### src/rtl/enhanced_fifo_logic.sv
// enhanced_fifo_logic
//   Width-converting circular-buffer FIFO. Narrow DBITS-wide symbols are
//   pushed one per cycle. They are delivered as packets of PKT = 2**RD_PKT
//   symbols, and one packet is popped per read.
//
//   Handshake: 'write' is a request that takes effect at a rising edge only
//   while full=0. 'read' is a request that takes effect at a rising edge only
//   while empty=0. A request made while the matching flag is set is silently
//   dropped. dout is show-ahead: it holds the oldest packet whenever
//   empty=0, so the consumer samples dout in the same cycle it raises read.
//
// Ports
//   clk      rising-edge clock
//   reset_n  asynchronous active-low reset (clears pointers, count, storage)
//   write    push din this cycle
//   read     pop one PKT-symbol packet this cycle
//   din      symbol to push
//   empty    fewer than PKT symbols stored
//   full     2**ABITS symbols stored
//   dout     oldest packet, oldest symbol in the low DBITS bits; 0 when empty
module enhanced_fifo_logic #(
  parameter int ABITS  = 3,
  parameter int DBITS  = 2,
  parameter int RD_PKT = 2
) (
  input  logic                          clk,
  input  logic                          reset_n,
  input  logic                          write,
  input  logic                          read,
  input  logic [DBITS-1:0]              din,
  output logic                          empty,
  output logic                          full,
  output logic [DBITS*(2**RD_PKT)-1:0]  dout
);

  localparam int DEPTH = 2 ** ABITS;
  localparam int PKT   = 2 ** RD_PKT;

  // Count-width constants keep the flag comparisons free of width mixing.
  localparam logic [ABITS:0]   PKT_CNT   = (ABITS+1)'(PKT);
  localparam logic [ABITS:0]   DEPTH_CNT = (ABITS+1)'(DEPTH);
  // When PKT equals the depth this truncates to 0, which is the correct
  // modular step for the read pointer.
  localparam logic [ABITS-1:0] PKT_PTR   = ABITS'(PKT);

  logic [DBITS-1:0] mem_q [DEPTH];
  logic [DBITS-1:0] mem_d [DEPTH];
  logic [ABITS-1:0] wr_ptr_q, wr_ptr_d;
  logic [ABITS-1:0] rd_ptr_q, rd_ptr_d;
  logic [ABITS:0]   count_q,  count_d;

  logic wr_en;
  logic rd_en;

  // Flags come straight from the registered count. Acceptance therefore
  // always uses the flags from before the edge.
  always_comb begin
    empty = (count_q < PKT_CNT);
    full  = (count_q == DEPTH_CNT);
    wr_en = write && !full;
    rd_en = read && !empty;
  end

  always_comb begin
    mem_d    = mem_q;
    wr_ptr_d = wr_ptr_q;
    rd_ptr_d = rd_ptr_q;
    count_d  = count_q;

    if (wr_en) begin
      mem_d[wr_ptr_q] = din;
      wr_ptr_d        = wr_ptr_q + 1'b1;
    end

    if (rd_en) begin
      rd_ptr_d = rd_ptr_q + PKT_PTR;
    end

    // A simultaneous read needs count >= PKT, so +1-PKT cannot underflow.
    case ({wr_en, rd_en})
      2'b10:   count_d = count_q + 1'b1;
      2'b01:   count_d = count_q - PKT_CNT;
      2'b11:   count_d = count_q + 1'b1 - PKT_CNT;
      default: count_d = count_q;
    endcase
  end

  // Show-ahead packet assembly. The index arithmetic wraps naturally in
  // ABITS bits, so a packet can straddle the end of storage.
  always_comb begin
    dout = '0;
    if (!empty) begin
      for (int i = 0; i < PKT; i++) begin
        dout[i*DBITS +: DBITS] = mem_q[rd_ptr_q + ABITS'(i)];
      end
    end
  end

  always_ff @(posedge clk or negedge reset_n) begin
    if (!reset_n) begin
      for (int i = 0; i < DEPTH; i++) begin
        mem_q[i] <= '0;
      end
      wr_ptr_q <= '0;
      rd_ptr_q <= '0;
      count_q  <= '0;
    end else begin
      mem_q    <= mem_d;
      wr_ptr_q <= wr_ptr_d;
      rd_ptr_q <= rd_ptr_d;
      count_q  <= count_d;
    end
  end

endmodule

### config.mk
export PLATFORM = sky130hd
export DESIGN_NAME = enhanced_fifo_logic
export DESIGN_NICKNAME = d
export VERILOG_FILES = /design/src/rtl/enhanced_fifo_logic.sv
export SDC_FILE = /design/constraint.sdc
export NUM_CORES = 1
export LEC_CHECK = 0
export ABC_CLOCK_PERIOD_IN_PS = 2250
export CORE_ASPECT_RATIO = 0.75
export CORE_UTILIZATION = 35
export CTS_BUF_LIST = sky130_fd_sc_hd__clkbuf_4
export CTS_CLUSTER_SIZE = 25
export DETAILED_ROUTE_END_ITERATION = 6
export DONT_BUFFER_PORTS = 1
export GPL_TIMING_DRIVEN = 1
export HOLD_SLACK_MARGIN = 0.05
export PLACE_DENSITY = 0.57
export SLEW_MARGIN = 20
export SYNTH_ARGS = -nofsm -noshare
export SYNTH_HDL_FRONTEND = slang
export SYNTH_SLANG_ARGS = --single-unit
export TNS_END_PERCENT = 100
### constraint.sdc
create_clock -name clk -period 2.25 [get_ports clk]
set_input_delay 0.225 -clock clk [delete_from_list [all_inputs] [get_ports clk]]
set_output_delay 0.225 -clock clk [all_outputs]
set_load 0.005 [all_outputs]
* Yosys cells after proc, flatten, opt, wreduce, memory -nomap -nowiden
Index checks and enable logic that the tools add are counted.
Widths: inputs -> output; s select.
** Storage, ports and cells
- Register bits after elaboration :: 26
- Bits of input ports :: 6
- Output and inout port bits :: 10
- Logic and storage cells :: 58
** Operators by class
- $add $sub $neg :: 8
- $lt $le $gt $ge :: 7
- Equal/unequal tests :: 4
- Muxes and demuxes :: 17
- Bitwise logic cells :: 5
- Reductions and logical operators :: 6
** Operators by type and width (count)
- $bmux 2 s3 :: 4
- $ge 4x4->1 const B :: 5
- $not 3->4 :: 5
- $mux 2 :: 9
- $bwmux 16 :: 1
- $pmux 4 s3 :: 1
- $mux 8 :: 1
- $sub 4x3->4 const B :: 2
- $add 3x1->3 const B :: 2
- $add 3x2->3 const B :: 2
- $demux 2 s3 :: 1
- $add 4x1->4 const B :: 1
- $eq 2x2->1 const B :: 2
- $eq 4x4->1 const B :: 1
- $lt 4x1->1 const B :: 1
- $lt 4x3->1 const B :: 1
- $add 3x3->3 const B :: 1
- $logic_and 1x1->1 :: 3
- $reduce_bool 3->1 :: 1
- $eq 2x1->1 const B :: 1
- $logic_not 1->1 :: 2

* Longest topological paths before layout
- Depth in word-level cells :: 6
- Gate-level depth with buffers :: 7
- Mapped depth without buffers :: 6

* Worst setup path before layout
OpenSTA, ideal clock, no wires.
- Kind :: register -> register
- From :: reg count_q[2]
- To :: reg mem_q[12] (netlist name)
- Library setup time :: 0.128 ns
- Arrival time :: 1.553 ns
- Data required time :: 2.122 ns
- Setup slack :: 0.569 ns
- Cell stages (with the launch flop) :: 7
- Buffers on the path :: 0
- Clock period less this slack :: 1.681 ns
- Path through :: dfrtp_1 inv_1 ha_1 a21boi_4 nand2b_2 nor3b_2 mux2_1
** On the way
- Cells in the longest elaborated chain, start to end :: 3
** RTL lines
- start: declaration :: line 50 : logic [ABITS:0] count_q, count_d;
- start signal: assignment :: line 111 : count_q <= count_d;
- $eq 4x4->1 :: line 59 : full = (count_q == DEPTH_CNT);
- $logic_not 1->1 :: line 60 : wr_en = write && !full;
- $logic_and 1x1->1 :: line 60
- end signal: assignment :: line 108 : mem_q <= mem_d;
- end: declaration :: line 46 : logic [DBITS-1:0] mem_q [DEPTH];
No other way between the ends.
A chain may end at the register's enable or synchronous reset.

* Worst setup path after layout
- From :: reg count_q[2]
- To :: reg mem_q[2] (netlist name)
Same word-level chain as after synthesis.

==> impl.org <==
** Logic synthesis
- The number of nets in the synthesized netlist is 123.
- Yosys instantiated no cell more often than sky130_fd_sc_hd__dfrtp_1.
- In this run the mean area of a mapped cell was ~11 um2.
- Total number of yosys warnings :: 0
- The share of the Yosys chip area taken by registers is 0.468.
- Synthesis produced a netlist whose cell count is 112.
- sky130_fd_sc_hd__dfrtp_1 takes more of the synthesized area than any other cell.
- Biggest area contributors in the synthesized netlist :: sky130_fd_sc_hd__dfrtp_1, sky130_fd_sc_hd__mux2_2, sky130_fd_sc_hd__mux2i_1
- Synthesis instantiated 27 different standard cells from the library.
- Sorting the synthesized cells by how often they occur yields sky130_fd_sc_hd__dfrtp_1, sky130_fd_sc_hd__mux2_2, sky130_fd_sc_hd__nand2_1.
- The mapped netlist covers 1280 um2.
- Primary FF master, synth :: sky130_fd_sc_hd__dfrtp_1
- Number of flops mapped to enable cells by yosys :: 0
- Seq cells post-synth :: 24
- After synthesis, the share of flip-flops with an asynchronous set or reset is 1.00.
- Of the post-synthesis cell area, the dominant cell type holds 0.468.

** STA
- Measured slew at the worst slew-check pin :: 0.553 ns
- Based on the critical path, the design can be clocked at up to 0.549 GHz.
- Setup Skew :: 0.0171 ns
- Setup repair after global routing left no endpoint under its margin.
- Final hold violation count :: 0
- The final count of pins violating max slew is 0.
- Shortest clock period the worst path allows after layout :: 1.82 ns
- Max-slew headroom at the worst pin :: 0.631
- Setup-violating endpoint count in the final report :: 0
- Total negative setup slack :: 0 ns
- Tcrit/Tclk final :: 0.810

** Clock network
- In this run the number of H-tree levels came out at 1.
- Clock insertion delay at the later pin of the skew report :: roughly 0.32 ns
- PostCTS Resize Cnt :: 0
- Sink Count :: 24
- In this run, CTS created clock tree buffers numbering 3.
- Clock transition at the registers of the reported paths :: 0.14 ns
- Count of buffers added by post-CTS timing repair for setup :: 0
- CTS Hold Bufs :: 3
- Maximum buffer depth of the clock tree :: 2
- TritonCTS built the clock tree.
- CTS Root Cell :: sky130_fd_sc_hd__clkbuf_4

** Die
- Row cnt :: 18
- The floorplan step defined a core boundary enclosing 3400 um2.
- The die covers between 3000 and 4000 um2.
- Number of placed I/O pins :: 16
- In this run the vertical extent of the chip is 54.5 um.
- For this configuration, the core starts out at a cell density of 0.377.
- Die Wd :: 71.9 um

** Layout
- After the last flow step, the layout net total stands at 130.
- The area growth from synthesis to layout is 11.9%.
- The layout has 328 filler cells.
- Antenna diode count :: 0
- Share of final-layout standard cells stronger than drive strength 1 :: 0.229
- For this run, the share of the core covered by cells in the final layout is 0.422.

** Drt
- Final ANT Viol Nets :: 0
- Number of iterations in the first detailed-routing pass :: 5
- Total via count after detailed routing :: 818
- Post-detailed-route DRC marker count :: 0
- Detailed Route Iter0 Violations :: 46
- After detailed routing, the number of vias per cell comes to 4.87.
- Mean routed wirelength per cell :: about 15 um
- Final Routed Wirelength :: 2.45 mm

** Status
- Result of the run :: finished, final reports clean

** Place
- Total of buffers placed on input and output ports :: 0
- Detailed placement finished with a half-perimeter wire length of 1.72 mm.
- GPL Wtd Cong :: 0.721

** Global routing
- The via count of the first global-routing pass was 760.
- The number of antenna violations at the first check in global routing is 0.
- Total grt overflow :: 0
- First-pass GRT wire length :: 3.80 mm
- All-Layer GR Usage :: 0.135
- Entering global routing, the biggest net connects 25 pins.

** Pwr
- Pwr Density :: 1420 nW/um2
- Static leakage :: 0.638 nW
- Across the VDD grid, the largest voltage drop is between 0.0005 and 0.0006 V.

** Hold path
- The path class of the tightest hold or removal check is input pin to flip-flop.

** Setup path
- Maximum fanout along the worst path :: 15
- The worst setup path is launched from a flip-flop.
- STA puts the critical path data arrival time at approximately 2.0 ns.
- Critical Path RT :: approximately 2.5 ns
- Element type at the critical path end :: flip-flop
- The critical path is of the flip-flop to flip-flop type.

** Job
- Number of max-capacitance violations reported :: 0
[through the flow]
stage / instance area [um2] / cells / hold WS, ns / setup WS (ns) / power, W
floorplan: 1280 / 112 / -0.0706 / 0.569 / 0.00154
global placement: 1340 / 159 / -0.0702 / 0.479 / 0.00168
detailed placement: 1340 / 159 / -0.0703 / 0.476 / 0.00172
CTS: 1420 / 166 / 0.0522 / 0.452 / 0.00205
global route: 1440 / 168 / 0.246 / 0.342 / 0.00220
finish: 1440 / 168 / 0.257 / 0.428 / 0.00203
[layout by cell type, fill, tap and decap left out, types with 3 or more instances in the layout]
| cell | instances |
|---|---|
| sky130_fd_sc_hd__dfrtp_1 | 24 |
| sky130_fd_sc_hd__mux2_2 | 15 |
| sky130_fd_sc_hd__nand2_1 | 11 |
| sky130_fd_sc_hd__nor2_1 | 10 |
| sky130_fd_sc_hd__mux2i_1 | 8 |
| sky130_fd_sc_hd__inv_1 | 5 |
| sky130_fd_sc_hd__xnor2_1 | 5 |
| sky130_fd_sc_hd__ha_1 | 5 |
| sky130_fd_sc_hd__dlygate4sd3_1 | 4 |
| sky130_fd_sc_hd__clkbuf_4 | 3 |
[routing by layer]
layer  up-vias  GRT usage  share of wire  routed length (um)
met5         -          0              0                   0
met4         0     0.0196              0                   0
met3         0     0.0479          0.042                 102
met2        14      0.198           0.45                1100
met1       407      0.195           0.51                1240
li1        397          -              -                   -
[final timing paths]
kind	slack, ns	from	cells past startpoint	endpoint
max in group asynchronous	1.48	reset_n	2	mem_q[2]
hold reg to reg	0.52	mem_q[10]	1	mem_q[10]
setup reg to reg	0.43	count_q[2]	6	mem_q[2]
setup / recovery	0.43	count_q[2]	6	mem_q[2]
hold / removal	0.26	read	2	rd_ptr_q[2]
min in group asynchronous	0.40	reset_n	2	count_q[2]
[power breakdown]
group          leakage (nW)  switching [W]  internal (W)
registers             0.287       0.000238      0.000651
clock network        0.0279       0.000131      0.000180
logic                 0.323       0.000391      0.000441
[state kept, by name, summed over array words and instances, names as in the netlist]
register	count
rd_ptr_q	1
count_q	4
mem_q	16
wr_ptr_q	3
[cell type report]
class	instances	area (um2)	share of cell area
clock buffer	3	22.5	0.0157
clock inverter	1	30.0	0.0209
inverter	5	18.8	0.0131
multi-input combinational	78	642	0.447
sequential	24	601	0.418
tap	50	62.6	0.0436
timing repair buffer	7	60.1	0.0418
[critical path: stages (launching register included)]
cell,delay (ns)
sky130_fd_sc_hd__dfrtp_1,0.46
sky130_fd_sc_hd__inv_1,0.11
sky130_fd_sc_hd__ha_1,0.26
sky130_fd_sc_hd__a21boi_4,0.15
sky130_fd_sc_hd__buf_4,0.22
sky130_fd_sc_hd__nand4b_1,0.18
sky130_fd_sc_hd__mux2_2,0.32
[cell families after synthesis]
| family | Yosys count | synth area share |
|---|---|---|
| compound gates | 7 | 0.0478 |
| xor+xnor | 7 | 0.0478 |
| fa+ha+maj | 5 | 0.0487 |
| buf+inv | 10 | 0.0322 |
| flops | 24 | 0.468 |
| mux | 25 | 0.212 |
| simple gates | 34 | 0.144 |
Power figures use the tool's default switching activity.
